$ cat src/rtl/pdm_tx.sv
// PDM transmitter: PCM stream -> sample FIFO -> first-order sigma-delta -> 1-bit PDM + bit clock.
// Optional PDM_TX_UNDERFLOW_CNT_EN adds a saturating underflow counter output (underflow_cnt_o).
//
// state | meaning
// IDLE  | outputs low, accumulator/divider/bit counter cleared, waiting for enable_i
// LOAD  | one cycle: pop FIFO head (or 0 on underflow), register bit 0
// RUN   | toggle pdm_clk_o every HALF_DIV cycles, emit next bit on each falling edge
module pdm_tx #(
  parameter int PCM_BW     = 16,
  parameter int OSR        = 64,
  parameter int HALF_DIV   = 4,
  parameter int FIFO_DEPTH = 4
) (
  input  logic              clk_i,
  input  logic              rst_n_i,
  input  logic              enable_i,
  input  logic [PCM_BW-1:0] pcm_data_i,
  input  logic              pcm_valid_i,
  output logic              pcm_ready_o,
  output logic              pdm_clk_o,
  output logic              pdm_data_o,
  output logic              underflow_o
`ifdef PDM_TX_UNDERFLOW_CNT_EN
  ,
  output logic [7:0]        underflow_cnt_o
`endif
);

  localparam int AW  = (FIFO_DEPTH > 1) ? $clog2(FIFO_DEPTH) : 1;
  localparam int CW  = $clog2(FIFO_DEPTH + 1);
  localparam int BCW = $clog2(OSR);
  localparam int DCW = $clog2(HALF_DIV);

  typedef enum logic [1:0] {IDLE, LOAD, RUN} state_t;

  state_t state_q, state_d;

  logic [PCM_BW-1:0] mem [0:(1<<AW)-1];
  logic [AW-1:0]     wr_ptr_q, rd_ptr_q;
  logic [CW-1:0]     count_q;
  logic              fifo_full, fifo_empty, push, pop, pop_eff;
  logic [PCM_BW-1:0] fifo_head;

  logic [PCM_BW-1:0] acc_q, acc_d, smp_q, smp_d;
  logic [DCW-1:0]    div_q, div_d;
  logic [BCW-1:0]    bit_q, bit_d;
  logic              clk_q, clk_d, data_q, data_d, uf_q, uf_d;
  logic [PCM_BW:0]   sum;

  // Offset-binary view of the sample added to the accumulator; carry out is the PDM bit.
  function automatic logic [PCM_BW:0] mod_sum(input logic [PCM_BW-1:0] a,
                                               input logic [PCM_BW-1:0] x);
    return {1'b0, a} + {1'b0, ~x[PCM_BW-1], x[PCM_BW-2:0]};
  endfunction

  assign fifo_full   = (count_q == CW'(FIFO_DEPTH));
  assign fifo_empty  = (count_q == '0);
  assign fifo_head   = mem[rd_ptr_q];
  assign push        = pcm_valid_i && !fifo_full;
  assign pop_eff     = pop && !fifo_empty;
  assign pcm_ready_o = !fifo_full;

  always_ff @(posedge clk_i) begin
    if (push) mem[wr_ptr_q] <= pcm_data_i;
  end

  always_ff @(posedge clk_i or negedge rst_n_i) begin
    if (!rst_n_i) begin
      wr_ptr_q <= '0;
      rd_ptr_q <= '0;
      count_q  <= '0;
    end else begin
      if (push)    wr_ptr_q <= wr_ptr_q + AW'(1);
      if (pop_eff) rd_ptr_q <= rd_ptr_q + AW'(1);
      case ({push, pop_eff})
        2'b10:   count_q <= count_q + CW'(1);
        2'b01:   count_q <= count_q - CW'(1);
        default: count_q <= count_q;
      endcase
    end
  end

  always_ff @(posedge clk_i or negedge rst_n_i) begin
    if (!rst_n_i) begin
      state_q <= IDLE;
      acc_q   <= '0;
      smp_q   <= '0;
      div_q   <= '0;
      bit_q   <= '0;
      clk_q   <= 1'b0;
      data_q  <= 1'b0;
      uf_q    <= 1'b0;
    end else begin
      state_q <= state_d;
      acc_q   <= acc_d;
      smp_q   <= smp_d;
      div_q   <= div_d;
      bit_q   <= bit_d;
      clk_q   <= clk_d;
      data_q  <= data_d;
      uf_q    <= uf_d;
    end
  end

  always_comb begin
    state_d = state_q;
    acc_d   = acc_q;
    smp_d   = smp_q;
    div_d   = div_q;
    bit_d   = bit_q;
    clk_d   = clk_q;
    data_d  = data_q;
    uf_d    = 1'b0;
    pop     = 1'b0;
    sum     = '0;
    if (!enable_i) begin
      state_d = IDLE;
      acc_d   = '0;
      div_d   = '0;
      bit_d   = '0;
      clk_d   = 1'b0;
      data_d  = 1'b0;
    end else begin
      case (state_q)
        IDLE: state_d = LOAD;
        LOAD: begin
          pop     = 1'b1;
          smp_d   = fifo_empty ? '0 : fifo_head;
          uf_d    = fifo_empty;
          sum     = mod_sum('0, smp_d);
          acc_d   = sum[PCM_BW-1:0];
          data_d  = sum[PCM_BW];
          bit_d   = '0;
          div_d   = DCW'(HALF_DIV - 1);
          clk_d   = 1'b0;
          state_d = RUN;
        end
        RUN: begin
          if (div_q == '0) begin
            div_d = DCW'(HALF_DIV - 1);
            clk_d = !clk_q;
            // Falling edge of the bit clock: emit the next bit, rolling to a new sample after OSR bits.
            if (clk_q) begin
              if (bit_q == BCW'(OSR - 1)) begin
                pop   = 1'b1;
                bit_d = '0;
                if (!fifo_empty) smp_d = fifo_head;
                else             uf_d  = 1'b1;
              end else begin
                bit_d = bit_q + BCW'(1);
              end
              sum    = mod_sum(acc_q, smp_d);
              acc_d  = sum[PCM_BW-1:0];
              data_d = sum[PCM_BW];
            end
          end else begin
            div_d = div_q - DCW'(1);
          end
        end
        default: state_d = IDLE;
      endcase
    end
  end

  assign pdm_clk_o   = clk_q;
  assign pdm_data_o  = data_q;
  assign underflow_o = uf_q;

`ifdef PDM_TX_UNDERFLOW_CNT_EN
  logic [7:0] uf_cnt_q;

  always_ff @(posedge clk_i or negedge rst_n_i) begin
    if (!rst_n_i)                       uf_cnt_q <= '0;
    else if (uf_q && uf_cnt_q != 8'hFF) uf_cnt_q <= uf_cnt_q + 8'd1;
  end

  assign underflow_cnt_o = uf_cnt_q;
`endif

endmodule

$ cat config.mk
export PLATFORM = sky130hd
export DESIGN_NAME = pdm_tx
export DESIGN_NICKNAME = d
export VERILOG_FILES = /design/src/rtl/pdm_tx.sv
export SDC_FILE = /design/constraint.sdc
export NUM_CORES = 1
export LEC_CHECK = 0
export CAP_MARGIN = 5
export CELL_PAD_IN_SITES_DETAIL_PLACEMENT = 1
export CELL_PAD_IN_SITES_GLOBAL_PLACEMENT = 1
export CORE_MARGIN = 3
export CORE_UTILIZATION = 50
export CTS_CLUSTER_DIAMETER = 40
export DETAILED_ROUTE_END_ITERATION = 7
export PLACE_DENSITY = 0.79
export SLEW_MARGIN = 20
export SYNTH_ARGS = -nofsm -noshare
export SYNTH_HDL_FRONTEND = slang
export SYNTH_SLANG_ARGS = --single-unit
$ cat constraint.sdc
create_clock -name clk_i -period 4.3 [get_ports clk_i]
set_input_delay 0.86 -clock clk_i [delete_from_list [all_inputs] [get_ports clk_i]]
set_output_delay 0.86 -clock clk_i [all_outputs]
set_load 0.05 [all_outputs]
==> results of run 1 <==
## placed cells by master (no fill, tap or decap), types with 3 or more instances in the layout
cell type	instances
xor2_1	13
and3_1	8
a21o_1	3
o21a_1	3
nor2_1	19
a22o_1	16
mux4_2	16
inv_6	7
clkbuf_16	17
mux2i_1	6
nand2b_1	4
clkdlybuf4s50_1	22
ha_1	27
nand2_1	20
o21ai_0	7
xnor2_1	7
inv_1	16
dfrtp_1	52
o211ai_1	4
inv_8	3
nor2b_1	5
buf_4	8
o2111ai_1	4
a21oi_1	14
a22oi_1	9
edfxtp_1	64
mux2_2	14
nand4_1	3
o21ai_1	8
nor3_1	3
nand3_1	10
## metrics by stage
stage          total power (uW)  utilization  hold slack (ns)  cells
3_5_place_dp               2960        0.549            0.477    564
3_3_place_gp               2880        0.549            0.480    564
4_1_cts                    4400        0.602            0.499    596
5_1_grt                    4610        0.602            0.512    596
6_report                   4370        0.602            0.485    596
2_1_floorplan              2570            -            0.462    409
## critical path: cells and delay by family, from the launching register on
kind,cells,cell delay (ns)
flip-flops,1,0.85
AO/OA/AOI/OAI,6,1.14
adder cells (fa/ha/maj),1,0.36
AND/OR/NAND/NOR,1,0.14
multiplexers,2,0.95
## layout make-up
| type | count | area share |
|---|---|---|
| Clock inverter | 15 | 0.0239 |
| Multi-Input combinational cell | 261 | 0.343 |
| Tap cell | 140 | 0.0266 |
| Timing Repair Buffer | 31 | 0.0433 |
| Inverter | 16 | 0.00912 |
| Clock buffer | 17 | 0.0646 |
| Sequential cell | 116 | 0.490 |
## layer usage
metal	share of wire	vias to the layer above
met1	0.43	1864
li1	-	1641
met4	0.022	0
met3	0.041	26
met5	0	-
met2	0.51	82
## registers in the layout, indices dropped and copies added (netlist names), 2 cells and up
signal	count
acc_q	16
bit_q	6
count_q	3
div_q	2
mem	64
rd_ptr_q	2
smp_q	16
state_q	2
wr_ptr_q	2
## worst max path at each step
stage | startpoint | end | slack [ns] | cells after the start
floorplan | rd_ptr_q[0] | acc_q[10] | 1.21 | 11
global placement | rd_ptr_q[0] | acc_q[13] | 0.90 | 10
detailed placement | rd_ptr_q[0] | acc_q[13] | 0.80 | 10
CTS | rd_ptr_q[0] | acc_q[13] | 0.71 | 10
global route | rd_ptr_q[0] | acc_q[13] | 0.40 | 10
finish | rd_ptr_q[0] | acc_q[13] | 0.75 | 10
## kinds of logic (layout without fill, tap and decap cells)
group / count (synthesis) / count (layout)
and+or+nand+nor: 89 / 89
xor gates and xnor gates: 20 / 20
buffers and inverters: 32 / 79
DFF: 116 / 116
AOI/OAI and AO/OA: 87 / 87
adders and majority gates: 29 / 29
muxes: 36 / 36
## synthesized netlist by cell type, types with 4 or more instances
cell	number
a21oi_1	14
a22o_1	16
a22oi_1	9
and3_1	8
buf_2	6
clkbuf_1	6
dfrtp_1	52
edfxtp_1	64
ha_1	27
inv_1	16
mux2_2	14
mux2i_1	6
mux4_2	16
nand2_1	20
nand2b_1	4
nand3_1	10
nor2_1	19
nor2b_1	5
o2111ai_1	4
o211ai_1	4
o21ai_0	7
o21ai_1	8
xnor2_1	7
xor2_1	13
## where the power goes
| part | total, uW | leakage [uW] | switching [uW] | internal [uW] |
|---|---|---|---|---|
| clock network | 1390 | 0.000282 | 574 | 819 |
| logic | 1340 | 0.00107 | 759 | 583 |
| registers | 1640 | 0.00127 | 179 | 1460 |
| total | 4370 | 0.00262 | 1510 | 2860 |
==> results.yml, run 1 <==
synth:
  yosysSeqAreaShare: 0.573
  synth-main-ff-cell: "edfxtp_1"
  synth.area.mux_share: 0.103
  synth-simple-area-share: 0.0846
  avgSynthCellArea_um2: 13.7
  ys_types: 58
  synth_compound_area_frac: 0.116
  yosysWarnings: 0
  synth_top_area_share: 0.342
  synth_fa_ha_area_frac: 0.0672
  synthTopCellsByArea: "edfxtp_1, dfrtp_1, mux4_2, ha_1, mux2_2"
  synth-edff-count: 64
  yosysTopAreaCell: "edfxtp_1"
  syn-num-nets: 458
  synth-xor-area-share: 0.0312
  synth_top_family_by_area: "compound AO/OA/AOI/OAI gates"
  ys_ff_latch: 116
  netlist_area_mm2: 0.00562
  synthCells: 409
  async_reset_ff_frac: 0.448
die:
  dieArea_mm2: 0.0126
  coreArea_mm2: 0.0109
  ioPinCount: 24
  start_util: 0.514
  chipHeight_um: 112
  fp.dieW_um: 112
  row_count: 38
layout:
  final_nets: 492
  drive_above_1_share: 0.175
  fillers: 1044
  area_growth_pct: 17.1
  seqCellArea_mm2: 0.00322
  final_area_mm2: 0.00658
  n_antenna_cell: 0
  multiInputGateArea_mm2: 0.00226
critical_path:
  crit_path_end_kind: "register"
  r2r-start: "rd_ptr_q[0]"
  arrival_ns: 3.87
  critPathKind: "reg -> reg"
  crit_fanout: 13
  crit_path_max_incr_delay_ns: 0.85
  crit_slowest_cell: "dfrtp_1"
  crit_chain: "mux4_2 -> mux2_2 -> ha_1 -> a21o_1 -> a21oi_1 -> o21ai_2 -> a21oi_4 -> nand3_1 -> o21a_1 -> o311ai_1"
  critPathRequiredTime_ns: 4.62
  reg2regPathDepth: 10
  startpoint_type: "register"
  rr_endpoint: "acc_q[13]"
  setup.reg_to_reg.worst_slack_ns: 0.75
grt:
  overflow: 0
  grt_pass1_vias: 4067
  antenna_found_initial: 0
  grt_use_total: 0.230
  grt_util_met2: 0.382
  grt_pass1_wl_um: 22100
  grt_max_degree: 29
  top_usage_layer: "met2"
  grt_use_met1: 0.295
  met3_usage: 0.0507
place:
  io_buffers: 23
  gp_congestion: 0.814
  pre_cts_slack_ns: 0.800
  dp_hpwl_um: 8260
  placed_cell_area_mm2: 0.00600
drt:
  drt-total-wl_um: 13200
  first_iter_violations: 218
  viasPerCell: 6.06
  drc: 0
  drt_first_pass_iters: 4
  routed-via-count: 3613
  antenna_left: 0
  wl_per_cell_um: 22.1
timing:
  finalMaxSlewViolations: 0
  setup_viol: 0
  hold_viol: 0
  grt_setup_unrepaired: "no"
  worst_slew_pin_slew_ns: 0.913
  fin_worst_skew_ns: 0.00893
  max_freq_ghz: 0.282
  tns_ns: 0
  slew-limit-headroom: 0.391
  fin_crit_sh: 0.826
  fin_ws_ns: 0.748
  period_minus_slack_ns: 3.55
clocking:
  htree_levels: 4
  cts_resized: 0
  numCtsBuffers: 17
  post_cts.repair.setup_buffers: 0
  clock-root-buffer: "clkbuf_16"
  cts.path.max_buffers: 2
  hold_buffers: 0
  clock-sinks: 116
  insertion_delay_ns: 0.42
  cts_tree: "done"
  path_clk_slew_ns: 0.06
power:
  p_per_area_mw_per_mm2: 665
  leakagePower_uw: 0.00262
  vdd_drop_max_mv: 0.451
min_path:
  min_path_type: "in -> async"
run_status:
  outcome: "completed"
run:
  cap_viol_max_count: 0
Note: power is estimated with default switching activity, not from simulation.
==> inputs of run 2 (changes only) <==
clock period = 3.4 ns   (was 4.3 ns; I/O delays follow)
==> run 2 against run 1 <==
Compared with the run above: highest routed layer unchanged; global-route usage up 1.4 points; critical endpoint is now acc_q[10]; via count increased by 0.33%; hold slack lost 0.27 ns.
==> results.yml, run 2 (synthesized netlist as in run 1, its figures left out) <==
timing:
  fin_worst_skew_ns: 0.0110
  tns_ns: 0
  finalMaxSlewViolations: 0
  grt_setup_unrepaired: "no"
  worst_slew_pin_slew_ns: 0.503
  period_minus_slack_ns: 3.24
  hold_viol: 0
  slew-limit-headroom: 0.663
  max_freq_ghz: 0.308
  fin_crit_sh: 0.954
  setup_viol: 0
clocking:
  cts.path.max_buffers: 2
  insertion_delay_ns: 0.42
  path_clk_slew_ns: 0.06
  numCtsBuffers: 17
  clock-sinks: 116
  clock-root-buffer: "clkbuf_16"
  htree_levels: 4
  hold_buffers: 0
  cts_tree: "done"
die:
  dieArea_mm2: 0.0126
  ioPinCount: 24
  chipHeight_um: 112
  start_util: 0.514
  coreArea_mm2: 0.0109
  row_count: 38
  fp.dieW_um: 112
drt:
  wl_per_cell_um: 23.4
  routed-via-count: 3625
  viasPerCell: 5.97
  drc: 0
  antenna_left: 0
  drt-total-wl_um: 14200
  first_iter_violations: 235
  drt_first_pass_iters: 5
layout:
  final_nets: 504
  n_antenna_cell: 0
  final_core_util: 0.612
  largest_reg_flops: 64
  final_common_cell: "edfxtp_1"
  final_cell_mix: "edfxtp_1, dfrtp_1, ha_1, clkdlybuf4s50_1, nand2_1"
  fillers: 1044
  drive_above_1_share: 0.191
  top_regs: "mem (64), acc_q (16), smp_q (16)"
  area_growth_pct: 19.0
  largest_register: "mem"
grt:
  grt_use_total: 0.244
  antenna_found_initial: 0
  overflow: 0
  grt_max_degree: 35
  grt_pass1_vias: 4090
  grt_pass1_wl_um: 23100
min_path:
  min_path_type: "in -> async"
place:
  io_buffers: 23
  gp_congestion: 0.833
  dp_hpwl_um: 8750
power:
  p_per_area_mw_per_mm2: 835
  vdd_drop_max_mv: 0.631
  combinationalPowerShare: 0.324
  p_int_uw: 3710
  leakagePower_uw: 0.00267
  switching_power_uw: 1870
  sw_frac_of_total: 0.335
  p_seq_frac: 0.367
  p_clk_frac: 0.309
critical_path:
  crit_path_end_kind: "register"
  crit_fanout: 5
  startpoint_type: "register"
  critPathRequiredTime_ns: 3.74
  arrival_ns: 3.58
  critPathKind: "reg -> reg"
run:
  cap_viol_max_count: 0
run_status:
  outcome: "completed"
-- run 2: path summary, 6_finish.rpt --
path | startpoint | end | slack (ns) | cells after the start
max | bit_q[0] | acc_q[10] | 0.16 | 13
min | rst_n_i | acc_q[11] | 0.22 | 1
max reg2reg | bit_q[0] | acc_q[10] | 0.16 | 13
min reg2reg | pdm_data_o | pdm_data_o | 0.50 | 2
max in group asynchronous | rst_n_i | count_q[1] | 2.36 | 2
min in group clk_i | pdm_data_o | pdm_data_o | 0.50 | 2
-- run 2: final cells by class --
type	count	area, um^2	share of cell area
tap	140	175	0.0262
timing repair buffer	43	404	0.0604
inverter	16	60.1	0.00898
sequential	116	3220	0.482
clock buffer	18	429	0.0642
clock inverter	13	138	0.0206
multi-input combinational	261	2260	0.338
-- run 2: metrics by stage --
step / instance area, um^2 / setup WS [ns] / hold slack, ns / std cells / total power (uW)
2_1_floorplan: 5620 / 0.310 / 0.384 / 409 / 3250
3_3_place_gp: 6080 / 0.278 / 0.480 / 571 / 3710
3_5_place_dp: 6080 / 0.132 / 0.483 / 571 / 3820
4_1_cts: 6640 / 0.0682 / 0.229 / 602 / 5610
5_1_grt: 6690 / 0.00359 / 0.251 / 607 / 5900
6_report: 6690 / 0.157 / 0.219 / 607 / 5580
-- run 2: worst max-delay path: stages (launching register included) --
cell      delay [ns]
dfrtp_1         0.42
ha_2            0.24
nand3_2         0.16
nor2_4          0.21
buf_4           0.15
buf_4           0.10
mux2_2          0.33
ha_1            0.35
o211ai_1        0.12
a21o_1          0.21
a31oi_4         0.22
nor2_2          0.06
or4b_1          0.50
nand3_1         0.09
-- run 2: timing repair --
item | CTS | global route
endpoints found under the setup margin | 0 | 7
buffers inserted | 0 | 5
resized for setup | 0 | 2
-- run 2: power by group through the flow --
stage          clock network (uW)  logic, uW  registers, uW
2_1_floorplan                   0       1280           1970
3_3_place_gp                    0       1690           2020
3_5_place_dp                    0       1770           2050
4_1_cts                      1760       1810           2040
5_1_grt                      1820       2000           2080
6_report                     1730       1810           2050
-- run 2: routing by layer --
layer,part of all wire,up-vias,track usage
li1,-,1663,-
met5,0,-,0
met4,0.017,0,0.0705
met2,0.52,86,0.419
met1,0.42,1855,0.306
met3,0.040,21,0.0674
